===== config.mk =====
export PLATFORM = sky130hd
export DESIGN_NAME = uart_tx
export DESIGN_NICKNAME = d
export VERILOG_FILES = /design/src/rtl/uart_tx.sv
export SDC_FILE = /design/constraint.sdc
export NUM_CORES = 1
export LEC_CHECK = 0
export BUFFER_PORTS_ARGS = -buffer_cell sky130_fd_sc_hd__buf_2
export CORE_ASPECT_RATIO = 0.6
export CORE_MARGIN = 4
export CORE_UTILIZATION = 62
export DETAILED_ROUTE_END_ITERATION = 7
export PLACE_DENSITY = 0.83
export SYNTH_ARGS = -nofsm -noshare
export SYNTH_HDL_FRONTEND = slang
export SYNTH_SLANG_ARGS = --single-unit

===== constraint.sdc =====
create_clock -name clk -period 4.2 [get_ports clk]
set_input_delay 0.84 -clock clk [delete_from_list [all_inputs] [get_ports clk]]
set_output_delay 0.84 -clock clk [all_outputs]
set_load 0.005 [all_outputs]

===== src/rtl/uart_tx.sv =====
// UART transmitter. Serialises one byte per frame onto a registered serial line:
// start bit, 8 data bits LSB first, optional parity bit, then one or two stop bits.
// The divider arithmetic matches the companion receiver, so a loopback of the two
// blocks at equal parameters is bit-exact.
//
// Parameters:
//   CLK_FREQUENCE  clock frequency in Hz
//   BAUD_RATE      bit rate in baud
//   PARITY         0 = none, 1 = odd, 2 = even
//   STOP_BITS      1 or 2
//
// Ports:
//   clk       system clock
//   rst       asynchronous active-high reset
//   pi_data   byte to send, sampled only on handshake
//   pi_flag   valid; byte accepted when pi_flag && tx_ready at a rising clk edge
//   tx_ready  high when idle and able to accept a byte
//   tx        serial line, idle high
//   tx_done   one-cycle pulse when the last stop bit has completed on the line
module uart_tx #(
  parameter int unsigned CLK_FREQUENCE = 5_000_000,
  parameter int unsigned BAUD_RATE     = 9600,
  parameter int unsigned PARITY        = 0,
  parameter int unsigned STOP_BITS     = 1
) (
  input  logic       clk,
  input  logic       rst,
  input  logic [7:0] pi_data,
  input  logic       pi_flag,
  output logic       tx_ready,
  output logic       tx,
  output logic       tx_done
);

  localparam int unsigned BIT_CYCLES = CLK_FREQUENCE / BAUD_RATE;
  localparam int unsigned CNT_WIDTH  = $clog2(BIT_CYCLES);
  // Keep the counter at least one bit wide for degenerate BIT_CYCLES values.
  localparam int unsigned CW         = (CNT_WIDTH < 1) ? 1 : CNT_WIDTH;
  localparam logic [CW-1:0] CntLast  = CW'(BIT_CYCLES - 1);
  localparam logic          StopLast = 1'(STOP_BITS - 1);
  localparam logic          OddPar   = (PARITY == 1);

  typedef enum logic [2:0] {
    StIdle,
    StStart,
    StData,
    StParity,
    StStop
  } state_e;

  state_e        state_q, state_d;
  logic [CW-1:0] cnt_q, cnt_d;
  logic [2:0]    bit_idx_q, bit_idx_d;
  logic [7:0]    shift_q, shift_d;
  logic          parity_q, parity_d;
  logic          stop_idx_q, stop_idx_d;
  logic          tx_q, tx_d;
  logic          ready_q, ready_d;
  logic          done_pend_q, done_pend_d;
  logic          done_q, done_d;
  logic          strobe;

  // Bit-advance strobe: the cycle in which the baud counter wraps.
  assign strobe = (state_q != StIdle) && (cnt_q == CntLast);

  always_comb begin
    state_d     = state_q;
    cnt_d       = cnt_q;
    bit_idx_d   = bit_idx_q;
    shift_d     = shift_q;
    parity_d    = parity_q;
    stop_idx_d  = stop_idx_q;
    tx_d        = 1'b1;
    ready_d     = ready_q;
    done_pend_d = 1'b0;
    // tx is driven from the current state and therefore trails it by one clock;
    // tx_done and tx_ready are delayed by the same clock so all three line up
    // with what is actually on the wire.
    done_d      = done_pend_q;

    if (state_q == StIdle) begin
      cnt_d = '0;
    end else if (strobe) begin
      cnt_d = '0;
    end else begin
      cnt_d = cnt_q + 1'b1;
    end

    case (state_q)
      StIdle: begin
        tx_d = 1'b1;
        if (pi_flag && ready_q) begin
          shift_d    = pi_data;
          parity_d   = (^pi_data) ^ OddPar;
          bit_idx_d  = 3'd0;
          stop_idx_d = 1'b0;
          ready_d    = 1'b0;
          state_d    = StStart;
        end
      end
      StStart: begin
        tx_d = 1'b0;
        if (strobe) begin
          state_d = StData;
        end
      end
      StData: begin
        tx_d = shift_q[0];
        if (strobe) begin
          shift_d   = {1'b0, shift_q[7:1]};
          bit_idx_d = bit_idx_q + 3'd1;
          if (bit_idx_q == 3'd7) begin
            state_d = (PARITY != 0) ? StParity : StStop;
          end
        end
      end
      StParity: begin
        tx_d = parity_q;
        if (strobe) begin
          state_d = StStop;
        end
      end
      StStop: begin
        tx_d = 1'b1;
        if (strobe) begin
          if (stop_idx_q == StopLast) begin
            state_d     = StIdle;
            done_pend_d = 1'b1;
          end else begin
            stop_idx_d = 1'b1;
          end
        end
      end
      default: begin
        state_d = StIdle;
      end
    endcase

    // Re-open the handshake on the same edge that tx_done rises.
    if (done_pend_q) begin
      ready_d = 1'b1;
    end
  end

  always_ff @(posedge clk or posedge rst) begin
    if (rst) begin
      state_q     <= StIdle;
      cnt_q       <= '0;
      bit_idx_q   <= 3'd0;
      shift_q     <= 8'd0;
      parity_q    <= 1'b0;
      stop_idx_q  <= 1'b0;
      tx_q        <= 1'b1;
      ready_q     <= 1'b1;
      done_pend_q <= 1'b0;
      done_q      <= 1'b0;
    end else begin
      state_q     <= state_d;
      cnt_q       <= cnt_d;
      bit_idx_q   <= bit_idx_d;
      shift_q     <= shift_d;
      parity_q    <= parity_d;
      stop_idx_q  <= stop_idx_d;
      tx_q        <= tx_d;
      ready_q     <= ready_d;
      done_pend_q <= done_pend_d;
      done_q      <= done_d;
    end
  end

  assign tx       = tx_q;
  assign tx_ready = ready_q;
  assign tx_done  = done_q;

endmodule


# == Yosys cells after proc, flatten, opt, wreduce, memory -nomap -nowiden ==
# Index checks and enable logic that the tools add are counted.
# op_classes
add_sub_neg,2
n_reduce_logical,14
n_eq_ne,13
n_mux,26
# op_table
cell,count
$mux W3,9
$mux W10,2
$mux W8,2
$pmux W8 S2,1
$pmux W3 S5,1
$ne A2 B2 Y1 const B,6
$add A10 B1 Y10 const B,1
$eq A10 B10 Y1 const B,1
$mux W1,8
$reduce_bool A2 Y1,4
$reduce_xor A8 Y1,1
$reduce_and A7 Y1,1
$eq A3 B2 Y1 const B,2
$eq A3 B3 Y1 const B,2
$pmux W3 S2,1
$reduce_and A3 Y1,2
$reduce_and A2 Y1,2
$add A3 B1 Y3 const B,1
$eq A3 B1 Y1 const B,1
$logic_not A3 Y1,1
$pmux W1 S3,1
$reduce_bool A3 Y1,1
$logic_and A1 B1 Y1,2
$ne A2 B1 Y1 const B,1
$pmux W1 S2,1
# totals
reg_bits,30
input_bits,11
output_inout_bits,3
wordCells,65

# == Logic depth before layout (Yosys ltp) ==
# Gate-level depths: netlist (run 1).
# logic_depth
word_depth,4
mapped_depth,6

# == Least setup slack after synthesis (run 1) ==
# Ideal clock, no wire load.
# synth_timing
kind,register to register
from,register cnt_q[0]
to,register shift_q[1]
t_arrival_ps,1604
stages_incl_launch_ff,7
t_required_ps,4075
synth_period_minus_slack_ps,1729
n_path_buf,1
path_slack_ps,2471
cell_sequence,dfrtp_1 > ha_1 > nand2_1 > and3b_1 > buf_4 > a21boi_4 > mux2_2
# synth_between
elab_chain_len,4
# synth_rtl
item,line,text
from (decl),52,"logic [CW-1:0] cnt_q, cnt_d;"
from (signal assigned),159,cnt_q <= cnt_d;
$eq A10 B10 Y1,64,assign strobe = (state_q != StIdle) && (cnt_q == CntLast);
$logic_and A1 B1 Y1,64,
$ne A2 B2 Y1 (no line),--,
$reduce_and A3 Y1 (no line),--,
to (signal assigned),161,shift_q <= shift_d;
to (decl),54,"logic [7:0] shift_q, shift_d;"
# No other way between the ends.
# A chain may end at the register's enable or synchronous reset.

# == Worst setup path after layout (run 1) ==
# layout_timing
from,register cnt_q[0]
to,register shift_q[3]
# Same word-level chain as after synthesis.

==> impl_metrics.toml, run 1 <==
[worst_setup_path]
max_stage_delay_ps = 400
cp_max_fo = 8
crit_slowest_cell = "dfrtp_1"
critPathKind = "flop to flop"
endpoint_kind = "flop"
cp.buffers_inverters = 0
required_ps = 4360
arrival_ps = 2070
start_kind = "flop"
cp_cell_sequence = "ha_1 -> nand2_1 -> and3b_1 -> a21boi_4 -> mux2_2"
critical-path-top-delay-family = "flip-flops"

[sta]
rsz0062_at_grt = "false"
fin_setup_tns_ps = 0
max_freq_mhz = 523
worst_clock_skew_ps = 5.92
timing.final.crit_share_pct = 45.5
slew_headroom_pct = 29.7
final-setup-viol-count = 0
fin_crit_ps = 1910
drv_slew = 0
worst_slew_pin_slew_ps = 1050
finalHoldViolations = 0

[yosys]
synth_edf_count = 0
seq_area_frac_synth_pct = 50.1
syn-instance-count = 124
synth.area.top_cells = "dfrtp_1, mux2_2, xnor2_1"
yosys_warnings = 0
synth_ff_type = "dfrtp_1"
synth_top_cell_area_share_pct = 46.5
synth-seq-cells = 29
synth_cell_types = 35
ys_async_sr_fraction_pct = 100
yosysTopAreaCell = "dfrtp_1"
synth_nets = 138
netlist_area_mm2 = 0.00145
syn_avg_cell_area_um2 = 11.7

[route]
wl_per_cell_um = 14.6
initialDrtViolationCount = 76
first_pass_iters = 6
drt-total-wl_um = 2500
drc = 0
via_per_inst = 5.40
ant_nets = 0
dr_total_vias = 924

[cells_and_area]
stdcell_count = 171
area_growth_syn_to_layout_pct = 12.1
finalNetCount = 154
drive_above_1_share_pct = 31.2
nFillCells = 166
diodes = 0

[global_routing]
grt_max_degree = 30
antenna_found_initial = 0
grt_overflow = 0
grt_pass1_vias = 903
grt_usage_pct = 19.4
grt_pass1_wl_um = 4450

[cts]
clk_pin_slew_ps = 60
post_cts_resized = 0
postCtsSetupBuffers = 0
root_buffer = "clkbuf_8"
cts_buffers = 5
cts.sinks = 29
clk_latency_ps = 280
cts_tree = "built"
clockBufferDepth = 2
htree_num_levels = 2
cts_hold_buf = 0

[floorplan]
die-area_mm2 = 0.00321
initial_core_util_pct = 66.2
core_area_mm2 = 0.00220
die_y_um = 45.5
die_w_um = 70.5
num_io_pins = 14
rows = 13

[place]
hpwlAfterDp_um = 1770
io_buffers = 13
gp_congestion = 0.804
placed_cells = 163

[pwr]
ir_worst_vdd_uv = 193
power.density_mw_per_mm2 = 342
leakagePower_nw = 0.774

[run_status]
status = "complete, no violations"

[min_path]
hold_class = "flop to flop"

[job]
max_cap_viol_count = 0
-- stage by stage --
step | total power, mW | setup slack, ps | hold slack (ps) | cell area [um^2] | util (%)
3_3_place_gp | 0.312 | 2310 | 369 | 1530 | 69.6
2_1_floorplan | 0.303 | 2470 | 355 | 1450 | -
5_1_grt | 0.585 | 2170 | 420 | 1630 | 74.2
4_1_cts | 0.565 | 2280 | 399 | 1630 | 74.2
3_5_place_dp | 0.312 | 2270 | 385 | 1530 | 69.6
6_report | 0.558 | 2290 | 392 | 1630 | 74.2
-- layout make-up --
class	instances	area, um^2	area share, %
clock buffer	7	96.3	5.91
tap	30	37.5	2.30
timing repair buffer	13	65.1	3.99
multi-input combinational	86	678	41.6
sequential	29	728	44.7
inverter	5	18.8	1.15
clock inverter	1	5.00	0.307
-- per-layer routing --
metal,routed length [um],GRT usage (%)
met1,1270,26.7
met2,1090,27.3
met3,92,5.95
met4,45,11.5
met5,0,0
-- sequential cells by signal, summed over array words and instances (netlist names) --
name       cells
bit_idx_q      3
done_d         1
shift_q        8
tx             1
tx_done        1
cnt_q         10
state_q        3
tx_ready       1
parity_q       1
-- logic make-up (layout without fill, tap and decap cells) --
| logic type | after synthesis | in the layout | synth area share, % |
|---|---|---|---|
| and+or+nand+nor | 41 | 41 | 17.1 |
| DFF | 29 | 29 | 50.1 |
| xor gates and xnor gates | 15 | 15 | 9.04 |
| muxes | 14 | 14 | 10.7 |
| AOI/OAI and AO/OA | 13 | 13 | 7.32 |
| buffers and inverters | 9 | 26 | 3.19 |
| adders and majority gates | 3 | 3 | 2.58 |
-- worst paths after layout --
| check | start | to | slack, ps | depth (start not counted) |
|---|---|---|---|---|
| worst max-delay path | cnt_q[0] | shift_q[3] | 2290 | 5 |
| worst min-delay path | done_d | tx_done | 390 | 0 |
| worst max register to register | cnt_q[0] | shift_q[3] | 2290 | 5 |
| worst min register to register | done_d | tx_done | 390 | 0 |
| max in group asynchronous | rst | tx_done | 2750 | 2 |
| min in group asynchronous | rst | shift_q[7] | 810 | 2 |
-- cell usage after synthesis, types with 2 or more instances --
cell and n:
xnor2_1 13, nor3_1 3, dfrtp_1 27, nand3_1 5, nand2_1 5, mux2i_1 2, nor3_4 2, mux2_2 12
nor2_1 13, inv_1 5, o21ai_0 3, a31o_2 3, a21oi_1 2, xor2_1 2, ha_1 3, dfstp_2 2
and3_1 4
-- placed cells by master, fill, tap and decap left out, drive strengths merged --
cell / netlist / layout
nand4: 1 / 1
nor4: 1 / 1
nand2: 5 / 5
a31o: 3 / 3
a21o: 1 / 1
nand3: 6 / 6
dfstp: 2 / 2
and3b: 1 / 1
inv: 5 / 5
o41ai: 1 / 1
ha: 3 / 3
a21bo: 1 / 1
a21boi: 1 / 1
xnor2: 13 / 13
mux2: 12 / 12
nor2: 13 / 13
dfrtp: 27 / 27
nand2b: 1 / 1
clkinv: 0 / 1
mux2i: 2 / 2
nor4b: 1 / 1
buf: 2 / 13
clkbuf: 2 / 7
a311o: 1 / 1
or2b: 1 / 1
nand3b: 1 / 1
nor3b: 1 / 1
a21oi: 2 / 2
o21ai: 3 / 3
nor3: 5 / 5
and3: 4 / 4
xor2: 2 / 2
-- power by group --
group          total (mW)  switching (mW)  internal, mW
Combinational      0.0270          0.0139        0.0131
Clock               0.251           0.104         0.148
Sequential          0.280               0         0.280
Total               0.558           0.117         0.440
Note: power is estimated with default switching activity, not from simulation.
==> inputs of run 2 (changes only) <==
--- a/config.mk
+++ b/config.mk
@@ -8,9 +8,9 @@
 export BUFFER_PORTS_ARGS = -buffer_cell sky130_fd_sc_hd__buf_2
 export CORE_ASPECT_RATIO = 0.6
 export CORE_MARGIN = 4
-export CORE_UTILIZATION = 62
+export CORE_UTILIZATION = 57
 export DETAILED_ROUTE_END_ITERATION = 7
-export PLACE_DENSITY = 0.83
+export PLACE_DENSITY = 0.77
 export SYNTH_ARGS = -nofsm -noshare
 export SYNTH_HDL_FRONTEND = slang
 export SYNTH_SLANG_ARGS = --single-unit
==> constraint.sdc (replaced) <==
create_clock -name clk -period 1.94 [get_ports clk]
set_input_delay 0.388 -clock clk [delete_from_list [all_inputs] [get_ports clk]]
set_output_delay 0.388 -clock clk [all_outputs]
set_load 0.005 [all_outputs]
==> run 2 against run 1 <==
Compared with the run above:
- fmax grew 4.1%
- final cell count grew 2.3%
- first-iteration DRC count grew 33%
- wire length grew 8.8%
- via count grew 4.7%
- utilization shrank 2.3 points
- critical path depth is the same
- worst hold slack lost 280 ps
- die area grew 7.5%
- critical endpoint is now shift_q[1]
- largest cell class unchanged
==> impl_metrics.toml, run 2 (synthesis results as in run 1) <==
[cells_and_area]
drive_above_1_share_pct = 31.7
reg_top3 = "cnt_q x10, shift_q x8"
finalNetCount = 158
layout_common_cells = "dfrtp_1, nor2_1, xnor2_1, buf_2, mux2_2"
area_growth_syn_to_layout_pct = 13.4
final_common_cell = "dfrtp_1"
top_register = "cnt_q"
diodes = 0
largest_reg_flops = 10

[cts]
cts_buffers = 5
cts_tree = "built"
clockBufferDepth = 2
htree_num_levels = 2
root_buffer = "clkbuf_8"
cts_hold_buf = 0
clk_latency_ps = 280
clk_pin_slew_ps = 60
post_cts_resized = 0
cts.sinks = 29

[min_path]
hold_class = "input pin to asynchronous set/reset pin"

[place]
hpwlAfterDp_um = 2070
gp_congestion = 0.774
io_buffers = 13

[route]
initialDrtViolationCount = 101
drt-total-wl_um = 2720
dr_total_vias = 967
via_per_inst = 5.53
wl_per_cell_um = 15.5
drc = 0
ant_nets = 0
first_pass_iters = 4

[pwr]
power.density_mw_per_mm2 = 706
pwr-share-clk_pct = 42.5
p_switching_uw = 239
comb_power_share_pct = 5.5
power.internal_uw = 925
leakagePower_nw = 0.784
ir_worst_vdd_uv = 544
swShare_pct = 20.5
seqPwrFrac_pct = 52.0

[floorplan]
core_area_mm2 = 0.00229
initial_core_util_pct = 63.3
die_w_um = 73.2
die_y_um = 47.1
die-area_mm2 = 0.00345
rows = 13
num_io_pins = 14

[sta]
max_freq_mhz = 544
hold-worst-slack_ps = 114
drv_slew = 0
fin_setup_tns_ps = 0
worst_slew_pin_slew_ps = 477
slew_headroom_pct = 68.2
finalHoldViolations = 0
rsz0062_at_grt = "false"
worst_clock_skew_ps = 6.17
final-setup-viol-count = 0
fin_crit_ps = 1840
timing.final.crit_share_pct = 94.7

[global_routing]
grt_overflow = 0
grt_pass1_wl_um = 4710
grt_usage_pct = 19.6
grt_pass1_vias = 1026
grt_max_degree = 14
antenna_found_initial = 0

[worst_setup_path]
startpoint = "cnt_q[0]"
critPathKind = "flop to flop"
required_ps = 2100
worst-r2r-setup-slack_ps = 100
endpoint_kind = "flop"
timing.rr.start = "cnt_q[0]"
start_kind = "flop"
arrival_ps = 2000
cp_max_fo = 8

[job]
max_cap_viol_count = 0

[run_status]
status = "complete, no violations"
[run 2: path summary, 6_finish.rpt]
check	depth (start not counted)	end
max	5	shift_q[1]
min	2	bit_idx_q[2]
max reg2reg	5	shift_q[1]
min reg2reg	0	tx_done
max in group asynchronous	3	tx
min in group clk	0	tx_done
[run 2: metrics by stage]
step                      instance area [um^2]  util (%)  cells  setup WS [ps]  total power [mW]
after detailed placement                  1550      67.6    166           95.4             0.680
after floorplan                           1450         -    124            211             0.655
final                                     1650      71.8    175            102              1.16
after global placement                    1550      67.6    166            147             0.679
after global routing                      1650      71.8    175           5.15              1.21
after CTS                                 1640      71.5    174           59.7              1.17
[run 2: worst max-delay path, cell delays in order (launching register included)]
cell and delay [ps]:
dfrtp_1 400, ha_1 250, nand2_1 100, and3b_1 270, a21boi_4 320, mux2_2 380
[run 2: area by class of cell]
type,count,area (um^2)
clock buffer,8,90.1
inverter,5,18.8
fill,160,646
timing repair buffer,17,95.1
sequential,29,728
multi-input combinational,86,678
tap,30,37.5
[run 2: repair_timing]
| item | CTS | global route |
|---|---|---|
| setup endpoints to repair | 0 | 4 |
| endpoints found under the hold margin | 0 | 0 |
| buffers inserted | 0 | 1 |
[run 2: per-layer routing]
layer  track usage, %  wire length, um  part of all wire (%)
met1             25.4             1340                    49
met2             29.5             1190                    44
met4             8.82               29                   1.1
met5                0                0                     0
met3             7.91              160                   5.9
[run 2: power by group through the flow]
| stage | Combinational (mW) | Sequential [mW] | Clock [mW] |
|---|---|---|---|
| 5_1_grt | 0.0709 | 0.605 | 0.535 |
| 2_1_floorplan | 0.0390 | 0.616 | 0 |
| 4_1_cts | 0.0650 | 0.605 | 0.504 |
| 3_5_place_dp | 0.0645 | 0.616 | 0 |
| 6_report | 0.0635 | 0.605 | 0.495 |
| 3_3_place_gp | 0.0628 | 0.616 | 0 |
==> inputs of run 3 (changes only) <==
--- a/config.mk
+++ b/config.mk
@@ -10,7 +10,7 @@
 export CORE_MARGIN = 4
 export CORE_UTILIZATION = 57
 export DETAILED_ROUTE_END_ITERATION = 7
-export PLACE_DENSITY = 0.77
+export PLACE_DENSITY = 0.83
 export SYNTH_ARGS = -nofsm -noshare
 export SYNTH_HDL_FRONTEND = slang
 export SYNTH_SLANG_ARGS = --single-unit
==> run 3 against run 2 <==
Compared with the run above:
- design area increased by 0.30%
- fmax about the same
- critical endpoint is now shift_q[5]
- critical path type unchanged
- non-clock buffer count shrank 1
- highest routed layer unchanged
- largest cell class unchanged
- clock power rose by 10%
- final cell count fell by 0.57%
- clock skew increased by 1.8 ps
- worst hold slack better by 48 ps
- global-route usage fell by 1.1 points
- worst setup slack worse by 1.2 ps
- combinational power down 3.5%
==> impl_metrics.toml, run 3 (synthesis results as in run 1) <==
[run_status]
status = "complete, no violations"

[floorplan]
num_io_pins = 14
die_w_um = 73.2
initial_core_util_pct = 63.3
die-area_mm2 = 0.00345
core_area_mm2 = 0.00229
die_y_um = 47.1
rows = 13

[min_path]
hold_class = "input pin to asynchronous set/reset pin"

[worst_setup_path]
worst-r2r-setup-slack_ps = 100
worstRegToRegCells = 5
startpoint = "cnt_q[0]"
cp_cell_sequence = "ha_1 -> nand2_1 -> and3b_2 -> a21boi_4 -> mux2_2"
crit_slowest_cell = "dfrtp_1"
arrival_ps = 2000
cp_max_fo = 8
cp.buffers_inverters = 0
endpoint_kind = "flop"
critPathKind = "flop to flop"
max_stage_delay_ps = 400
required_ps = 2100
worstReg2RegEnd = "shift_q[5]"
critical-path-top-delay-family = "flip-flops"
start_kind = "flop"
timing.rr.start = "cnt_q[0]"

[sta]
final-setup-viol-count = 0
fin_setup_tns_ps = 0
rsz0062_at_grt = "false"
worst_slew_pin_slew_ps = 367
drv_slew = 0
fin_crit_ps = 1840
max_freq_mhz = 544
finalHoldViolations = 0
hold-worst-slack_ps = 161
timing.final.crit_share_pct = 94.8
worst_clock_skew_ps = 8.01
slew_headroom_pct = 75.4

[route]
dr_total_vias = 990
drt-total-wl_um = 2720
via_per_inst = 5.69
initialDrtViolationCount = 22
ant_nets = 0
wl_per_cell_um = 15.6
drc = 0
first_pass_iters = 5

[global_routing]
grt_overflow = 0
grt_usage_pct = 18.6
grt_pass1_vias = 1026
grt_pass1_wl_um = 4580
antenna_found_initial = 0
grt_max_degree = 30

[cts]
root_buffer = "clkbuf_8"
cts_hold_buf = 0
htree_num_levels = 2
cts_buffers = 5
cts.sinks = 29
clockBufferDepth = 2
clk_pin_slew_ps = 70
clk_latency_ps = 280
cts_tree = "built"

[pwr]
power.density_mw_per_mm2 = 733
ir_worst_vdd_uv = 515
leakagePower_nw = 0.788

[cells_and_area]
finalNetCount = 157
final_common_cell = "dfrtp_1"
layout_common_cells = "dfrtp_1, nor2_1, xnor2_1, buf_2, mux2_2"
top_register = "cnt_q"
nFillCells = 174
reg_top3 = "cnt_q x10, shift_q x8"
drive_above_1_share_pct = 33.3
area_growth_syn_to_layout_pct = 13.8
largest_reg_flops = 10
diodes = 0

[job]
max_cap_viol_count = 0

[place]
hpwlAfterDp_um = 1910
gp_congestion = 0.823
io_buffers = 13
## run 3: cell count changes in the layout (fill, tap and decap cells not counted), sizes merged
cell | previous run | this run
clkbuf | 8 | 7
clkinv | 0 | 1
buf | 17 | 16
## run 3: repair_timing
item | CTS | global route
endpoints found under the hold margin | 0 | 0
resized for setup | 0 | 1
setup endpoints to repair | 0 | 6
buffers inserted | 0 | 1
## run 3: power by group
group | leakage (nW) | internal (mW) | total [mW] | switching (mW)
combinational | 0.366 | 0.0298 | 0.0613 | 0.0315
sequential | 0.368 | 0.605 | 0.605 | 0
clock | 0.0542 | 0.320 | 0.546 | 0.226
total | 0.788 | 0.955 | 1.21 | 0.257
## run 3: worst max path at each step
stage	cells after the start	to
6_report	5	shift_q[5]
5_1_grt	5	shift_q[5]
4_1_cts	5	shift_q[5]
3_5_place_dp	5	shift_q[5]
3_3_place_gp	5	shift_q[4]
2_1_floorplan	6	shift_q[1]
## run 3: per-layer routing
metal  global-route usage (%)  wire [um]  up-vias
li1                         -          -      469
met1                     23.2       1260      486
met2                     29.0       1260       31
met3                     6.84        157        4
met4                     9.56         40        0
met5                        0          0        -
## run 3: through the flow
stage / area [um^2] / util, % / setup slack, ps / total power, mW / std cells
after floorplan: 1450 / - / 211 / 0.655 / 124
after global placement: 1540 / 67.3 / 160 / 0.676 / 165
after detailed placement: 1540 / 67.3 / 42.5 / 0.678 / 165
after CTS: 1640 / 71.7 / 40.4 / 1.23 / 173
after global routing: 1650 / 72.1 / 20.5 / 1.26 / 174
final: 1650 / 72.1 / 101 / 1.21 / 174
## run 3: area by class of cell
type | count | area, um^2 | area share, %
Tap cell | 30 | 37.5 | 2.27
Clock buffer | 7 | 96.3 | 5.83
Clock inverter | 1 | 5.00 | 0.303
Timing Repair Buffer | 16 | 87.6 | 5.30
Sequential cell | 29 | 728 | 44.1
Multi-Input combinational cell | 86 | 679 | 41.1
Inverter | 5 | 18.8 | 1.14
## run 3: worst reg2reg max path, delay by kind of cell, from the launching register on
kind                     cells  cell delay, ps
flip-flops                   1             400
AO/OA/AOI/OAI                1             290
adder cells (fa/ha/maj)      1             260
multiplexers                 1             380
AND/OR/NAND/NOR              2             390
